===== config.mk =====
export PLATFORM = sky130hd
export DESIGN_NAME = count_monitor_flat
export DESIGN_NICKNAME = d
export VERILOG_FILES = /design/src/rtl/count_monitor_if.sv /design/src/rtl/count_monitor.sv /design/src/flat_wrapper.sv
export SDC_FILE = /design/constraint.sdc
export NUM_CORES = 1
export LEC_CHECK = 0
export CORE_UTILIZATION = 55
export DETAILED_ROUTE_END_ITERATION = 8
export GPL_TIMING_DRIVEN = 0
export HOLD_SLACK_MARGIN = 0.03
export PLACE_DENSITY = 0.85
export SYNTH_ARGS = -nofsm -noshare
export SYNTH_HDL_FRONTEND = slang
export SYNTH_SLANG_ARGS = --single-unit

===== constraint.sdc =====
create_clock -name clk -period 4.35 [get_ports clk]
set_clock_uncertainty 0.2 [all_clocks]
set_input_delay 0.435 -clock clk [delete_from_list [all_inputs] [get_ports clk]]
set_output_delay 0.435 -clock clk [all_outputs]
set_load 0.01 [all_outputs]

===== src/rtl/count_monitor_if.sv =====
// Count-stream interface between a counter (master) and its sequence monitor (slave).
// The master side drives the sampled count and control; the slave side returns status.
interface count_monitor_if #(
  parameter int unsigned WIDTH     = 3,
  parameter int unsigned ERR_CNT_W = 8
);

  logic [WIDTH-1:0]     q_in;
  logic                 sample_en;
  logic                 err_clr;
  logic                 locked;
  logic [WIDTH-1:0]     expected;
  logic                 err_pulse;
  logic                 wrap_pulse;
  logic [ERR_CNT_W-1:0] err_count;

  modport master (
    output q_in,
    output sample_en,
    output err_clr,
    input  locked,
    input  expected,
    input  err_pulse,
    input  wrap_pulse,
    input  err_count
  );

  modport slave (
    input  q_in,
    input  sample_en,
    input  err_clr,
    output locked,
    output expected,
    output err_pulse,
    output wrap_pulse,
    output err_count
  );

endinterface


===== src/rtl/count_monitor.sv =====
// Sequence checker for an increment-by-one wrapping counter. Seeds on the first sample,
// locks after LOCK_THRESH consecutive in-sequence samples, flywheels through isolated errors
// while locked and reseeds after UNLOCK_THRESH consecutive mismatches.
module count_monitor #(
  parameter int unsigned WIDTH         = 3,
  parameter int unsigned ERR_CNT_W     = 8,
  parameter int unsigned LOCK_THRESH   = 4,
  parameter int unsigned UNLOCK_THRESH = 2
) (
  input logic               clk,
  input logic               rst,
  count_monitor_if.slave    mon
);

  // Run counters only need to reach their thresholds.
  localparam int unsigned GoodW = $clog2(LOCK_THRESH + 1);
  localparam int unsigned BadW  = $clog2(UNLOCK_THRESH + 1);

  localparam logic [GoodW-1:0]     LockThr   = GoodW'(LOCK_THRESH);
  localparam logic [BadW-1:0]      UnlockThr = BadW'(UNLOCK_THRESH);
  localparam logic [WIDTH-1:0]     WrapVal   = '1;
  localparam logic [ERR_CNT_W-1:0] ErrMax    = '1;

  typedef enum logic [1:0] {
    StIdle,
    StAcquire,
    StLocked
  } state_e;

  state_e               state_q, state_d;
  logic [GoodW-1:0]     good_run_q, good_run_d;
  logic [BadW-1:0]      bad_run_q, bad_run_d;
  logic [WIDTH-1:0]     expected_q, expected_d;
  logic                 locked_q, locked_d;
  logic                 err_pulse_q, err_pulse_d;
  logic                 wrap_pulse_q, wrap_pulse_d;
  logic [ERR_CNT_W-1:0] err_count_q, err_count_d;

  logic                 match;
  logic [WIDTH-1:0]     q_plus1;
  logic [WIDTH-1:0]     exp_plus1;
  logic [GoodW-1:0]     good_inc;
  logic [BadW-1:0]      bad_inc;

  assign match     = (mon.q_in == expected_q);
  assign q_plus1   = mon.q_in + WIDTH'(1);
  assign exp_plus1 = expected_q + WIDTH'(1);
  assign good_inc  = good_run_q + GoodW'(1);
  assign bad_inc   = bad_run_q + BadW'(1);

  // Next-state, run counters, prediction and status outputs.
  always_comb begin
    state_d      = state_q;
    good_run_d   = good_run_q;
    bad_run_d    = bad_run_q;
    expected_d   = expected_q;
    locked_d     = locked_q;
    err_pulse_d  = 1'b0;
    wrap_pulse_d = 1'b0;
    err_count_d  = err_count_q;

    if (mon.sample_en) begin
      unique case (state_q)
        StIdle: begin
          expected_d = q_plus1;
          good_run_d = GoodW'(1);
          state_d    = StAcquire;
        end

        StAcquire: begin
          // Acquisition always re-predicts from the observed value.
          expected_d = q_plus1;
          if (match) begin
            good_run_d = good_inc;
            if (good_inc == LockThr) begin
              state_d  = StLocked;
              locked_d = 1'b1;
            end
          end else begin
            good_run_d = GoodW'(1);
          end
        end

        StLocked: begin
          if (match) begin
            expected_d   = exp_plus1;
            bad_run_d    = '0;
            wrap_pulse_d = (mon.q_in == WrapVal);
          end else begin
            err_pulse_d = 1'b1;
            if (err_count_q != ErrMax) begin
              err_count_d = err_count_q + ERR_CNT_W'(1);
            end
            if (bad_inc == UnlockThr) begin
              state_d    = StAcquire;
              locked_d   = 1'b0;
              bad_run_d  = '0;
              good_run_d = GoodW'(1);
              expected_d = q_plus1;
            end else begin
              // Flywheel: keep predicting from the locked sequence, ignore the bad value.
              bad_run_d  = bad_inc;
              expected_d = exp_plus1;
            end
          end
        end

        default: begin
          state_d = StIdle;
        end
      endcase
    end

    // Clear beats a simultaneous increment.
    if (mon.err_clr) begin
      err_count_d = '0;
    end
  end

  // State and output registers with synchronous reset.
  always_ff @(posedge clk) begin
    if (rst) begin
      state_q      <= StIdle;
      good_run_q   <= '0;
      bad_run_q    <= '0;
      expected_q   <= '0;
      locked_q     <= 1'b0;
      err_pulse_q  <= 1'b0;
      wrap_pulse_q <= 1'b0;
      err_count_q  <= '0;
    end else begin
      state_q      <= state_d;
      good_run_q   <= good_run_d;
      bad_run_q    <= bad_run_d;
      expected_q   <= expected_d;
      locked_q     <= locked_d;
      err_pulse_q  <= err_pulse_d;
      wrap_pulse_q <= wrap_pulse_d;
      err_count_q  <= err_count_d;
    end
  end

  assign mon.locked     = locked_q;
  assign mon.expected   = expected_q;
  assign mon.err_pulse  = err_pulse_q;
  assign mon.wrap_pulse = wrap_pulse_q;
  assign mon.err_count  = err_count_q;

endmodule

===== src/flat_wrapper.sv =====
// flat-port wrapper written by rule: the top's interface ports become plain ports
module count_monitor_flat 
#(
  parameter int unsigned WIDTH         = 3,
  parameter int unsigned ERR_CNT_W     = 8,
  parameter int unsigned LOCK_THRESH   = 4,
  parameter int unsigned UNLOCK_THRESH = 2
)
  (clk, rst, mon_q_in, mon_sample_en, mon_err_clr, mon_locked, mon_expected, mon_err_pulse, mon_wrap_pulse, mon_err_count);
  count_monitor_if #(.WIDTH(WIDTH), .ERR_CNT_W(ERR_CNT_W)) mon_i ();
  input logic clk;
  input logic rst;
  input wire logic [$bits(mon_i.q_in)-1:0] mon_q_in;
  input wire logic [$bits(mon_i.sample_en)-1:0] mon_sample_en;
  input wire logic [$bits(mon_i.err_clr)-1:0] mon_err_clr;
  output wire logic [$bits(mon_i.locked)-1:0] mon_locked;
  output wire logic [$bits(mon_i.expected)-1:0] mon_expected;
  output wire logic [$bits(mon_i.err_pulse)-1:0] mon_err_pulse;
  output wire logic [$bits(mon_i.wrap_pulse)-1:0] mon_wrap_pulse;
  output wire logic [$bits(mon_i.err_count)-1:0] mon_err_count;
  assign mon_i.q_in = mon_q_in;
  assign mon_i.sample_en = mon_sample_en;
  assign mon_i.err_clr = mon_err_clr;
  assign mon_locked = mon_i.locked;
  assign mon_expected = mon_i.expected;
  assign mon_err_pulse = mon_i.err_pulse;
  assign mon_wrap_pulse = mon_i.wrap_pulse;
  assign mon_err_count = mon_i.err_count;
  count_monitor #(.WIDTH(WIDTH), .ERR_CNT_W(ERR_CNT_W), .LOCK_THRESH(LOCK_THRESH), .UNLOCK_THRESH(UNLOCK_THRESH)) u_core (.clk(clk), .rst(rst), .mon(mon_i));
endmodule

==> results.py <==
metrics = {
    "status": {
        "status": "finished, final reports clean",
    },
    "cts": {
        "cts_root_buffer": "clkbuf_4",
        "cts.sinks": 21,
        "cts_hold_buf": 0,
        "htree_levels": 1,
        "clkTransAtPathRegs_ns": 0.11,
        "ctsResizeCount": 0,
        "postCtsSetupBuffers": 0,
        "cts_tree": "done",
        "cts.path.max_buffers": 2,
        "cts_made_buffers": 3,
        "clk_latency_ns": 0.30,
    },
    "floorplan": {
        "start_util_pct": 58.9,
        "die_area_mm2": 0.00231,
        "io_pins": 21,
        "core_area_mm2": 0.00198,
        "fp.dieH_um": 48.1,
        "die_w_um": 48.1,
        "placementRows": 16,
    },
    "synth": {
        "yosysTopAreaCell": "dfxtp_1",
        "synth_xor_area_share_pct": 4.18,
        "synthAdderAreaFrac_pct": 6.43,
        "synth-simple-area-share_pct": 25.4,
        "yosys-top-cells-count": "21 x dfxtp_1, 10 x nand2_1, 8 x a21oi_1, 7 x o21ai_0",
        "yosys_warnings": 0,
        "synth_top_family_by_area": "simple AND/OR/NAND/NOR gates",
        "synth_edf_count": 0,
        "muxShareOfSynthArea_pct": 1.82,
        "async_reset_ff_share_pct": 0,
        "synth_nets": 142,
        "synth.area.top_cells": "dfxtp_1 36%, ha_1 6.4%, xor2_2 4.2%",
        "syn_avg_cell_area_um2": 9.05,
        "yosysMostFrequentCell": "dfxtp_1",
        "syn_area_mm2": 0.00117,
        "synth_seq_area_share_pct": 36.0,
        "syn_inst": 129,
        "synth-compound-area-share_pct": 23.3,
        "yosysUniqueCellTypes": 40,
        "synth.ff_latch_count": 21,
        "ys.flop_type": "dfxtp_1",
        "synth.top_cell.area_share_pct": 36.0,
    },
    "global_routing": {
        "grt_max_degree": 13,
        "grt_pass1_wl_um": 3800,
        "overflow": 0,
        "grt.total_usage_pct": 23.5,
        "antenna_found_initial": 0,
        "grt_pass1_vias": 908,
    },
    "setup_path": {
        "critPathLaunch": "mon_q_in[2]",
        "cp.arrival_ns": 2.32,
        "worst_setup_path_end_kind": "flip-flop",
        "critPathKind": "in2reg",
        "slowest_delay_ns": 0.68,
        "path_cells": "clkdlybuf4s50_1, xor2_2, nor4_1, nor3_1, o221a_2",
        "rr_worst_depth": 4,
        "timing.rr.start": "u_core.state_q[1]",
        "critPathMaxFanout": 6,
        "crit_slowest_cell": "nor4_1",
        "worst-endpoint-required_ns": 4.36,
        "start_kind": "input pin",
    },
    "power": {
        "p_comb_share_pct": 13.5,
        "swShare_pct": 26.2,
        "power_leakage_nw": 0.492,
        "internal_power_w": 0.000251,
        "seq_power_share_pct": 59.2,
        "switchingPower_w": 0.0000889,
        "ir_worst_vdd_mv": 0.206,
        "pwr-share-clk_pct": 27.3,
        "power_density_mw_per_mm2": 238,
    },
    "place": {
        "dp_hpwl_um": 1840,
        "port_buffers": 20,
        "gp_congestion": 0.814,
        "place_area_mm2": 0.00140,
        "dp.cells": 176,
    },
    "cells_and_area": {
        "register_area_um2": 420,
        "nets": 167,
        "n_fill_cell": 161,
        "insertedDiodeCount": 0,
        "drive_gt1_share_pct": 11.1,
        "fin_cells": 180,
        "multi_input_area_um2": 713,
        "syn_to_final_growth_pct": 22.4,
        "fin_area_mm2": 0.00143,
    },
    "route": {
        "vias": 1090,
        "drcViolationCount": 0,
        "firstDrtPassIters": 4,
        "drt_iter0_drc": 23,
        "routed_wl_um": 2450,
        "ant_nets": 0,
        "wl_per_cell_um": 13.6,
        "avgViaCountPerCell": 6.06,
    },
    "sta": {
        "worst_pin_slew_ns": 0.748,
        "rsz0062_at_grt": "false",
        "finalHoldViolCount": 0,
        "period_share_pct": 53.1,
        "max-slew-margin-rel_pct": 49.7,
        "tns_ns": 0,
        "finalSetupViolCount": 0,
        "finalCriticalPeriod_ns": 2.31,
        "max_freq_mhz": 433,
        "slew_viol_final": 0,
    },
    "job": {
        "drv_cap": 0,
    },
    "min_path": {
        "worst_hold_startpoint": "u_core.mon.locked",
        "min_path_cells": 2,
        "hp-class": "reg2reg",
    },
}
## kinds of logic after synthesis
family / count (synthesis)
and+or+nand+nor: 50
AOI/OAI and AO/OA: 38
adders and majority gates: 6
DFF: 21
xor gates and xnor gates: 3
buffers and inverters: 9
muxes: 2
## layer usage
metal  GRT usage, %  part of all wire (%)
met4           8.33                   2.0
met3           3.40                   3.5
met1           26.4                    45
met5              0                     0
met2           44.6                    49
## per-stage QoR
stage | power, W | util (%) | setup WS [ns] | hold slack, ns
6_report | 0.000340 | 72.1 | 2.04 | 0.273
2_1_floorplan | 0.000232 | - | 2.43 | 0.248
3_3_place_gp | 0.000249 | 70.7 | 1.72 | 0.261
5_1_grt | 0.000357 | 72.1 | 1.90 | 0.307
4_1_cts | 0.000343 | 72.1 | 2.04 | 0.276
3_5_place_dp | 0.000251 | 70.7 | 1.73 | 0.263
## area by class of cell
type / count / area share (%)
multi-input combinational: 99 / 49.9
sequential: 21 / 29.4
timing repair buffer: 20 / 14.0
tap: 27 / 2.36
clock buffer: 3 / 1.58
inverter: 6 / 1.58
buffer: 3 / 0.788
clock inverter: 1 / 0.350
## flip-flops by register name, indices dropped and copies added, names as in the netlist
| signal | flops |
|---|---|
| u_core.mon.err_count | 8 |
| u_core.mon.wrap_pulse | 1 |
| u_core.bad_run_q | 2 |
| u_core.mon.err_pulse | 1 |
| u_core.mon.locked | 1 |
| u_core.mon.expected | 3 |
| u_core.good_run_q | 3 |
| u_core.state_q | 2 |
## worst max-delay path, delay by kind of cell
kind | cells | cell delay, ns
buffers and inverters | 1 | 0.46
XOR/XNOR | 1 | 0.21
AO/OA/AOI/OAI | 1 | 0.32
AND/OR/NAND/NOR | 2 | 0.89
## cell usage in the layout, fill, tap and decap left out, types with 2 or more instances in the layout
cell type	instances
clkbuf_1	3
xor2_2	3
o31a_2	2
or3_4	2
o21ai_0	7
clkbuf_4	3
dfxtp_1	21
nand3b_1	2
nand4_1	2
ha_1	6
a21oi_1	8
or4_1	5
a31oi_1	2
o41ai_1	3
nor3_1	2
nor2b_1	4
or3_1	3
o31ai_1	5
nand3_1	4
clkdlybuf4s50_1	20
nor4_1	3
o211ai_1	2
inv_1	6
and3_1	2
o311ai_0	2
nand2_1	10
nor2_1	5
## power by group through the flow
| stage | registers, W | clock network, W | logic [W] |
|---|---|---|---|
| finish | 0.000201 | 0.0000929 | 0.0000458 |
| detailed placement | 0.000205 | 0 | 0.0000455 |
| floorplan | 0.000205 | 0 | 0.0000271 |
| global placement | 0.000205 | 0 | 0.0000435 |
| global route | 0.000202 | 0.000105 | 0.0000499 |
| CTS | 0.000201 | 0.0000968 | 0.0000457 |
## worst paths after layout
check	end	slack (ns)
worst max-delay path	u_core.good_run_q[0]	2.04
worst min-delay path	u_core.mon.locked	0.27
worst max register to register	u_core.good_run_q[0]	2.21
worst min register to register	u_core.mon.locked	0.27
No activity file was read; power rests on OpenSTA's default activity.
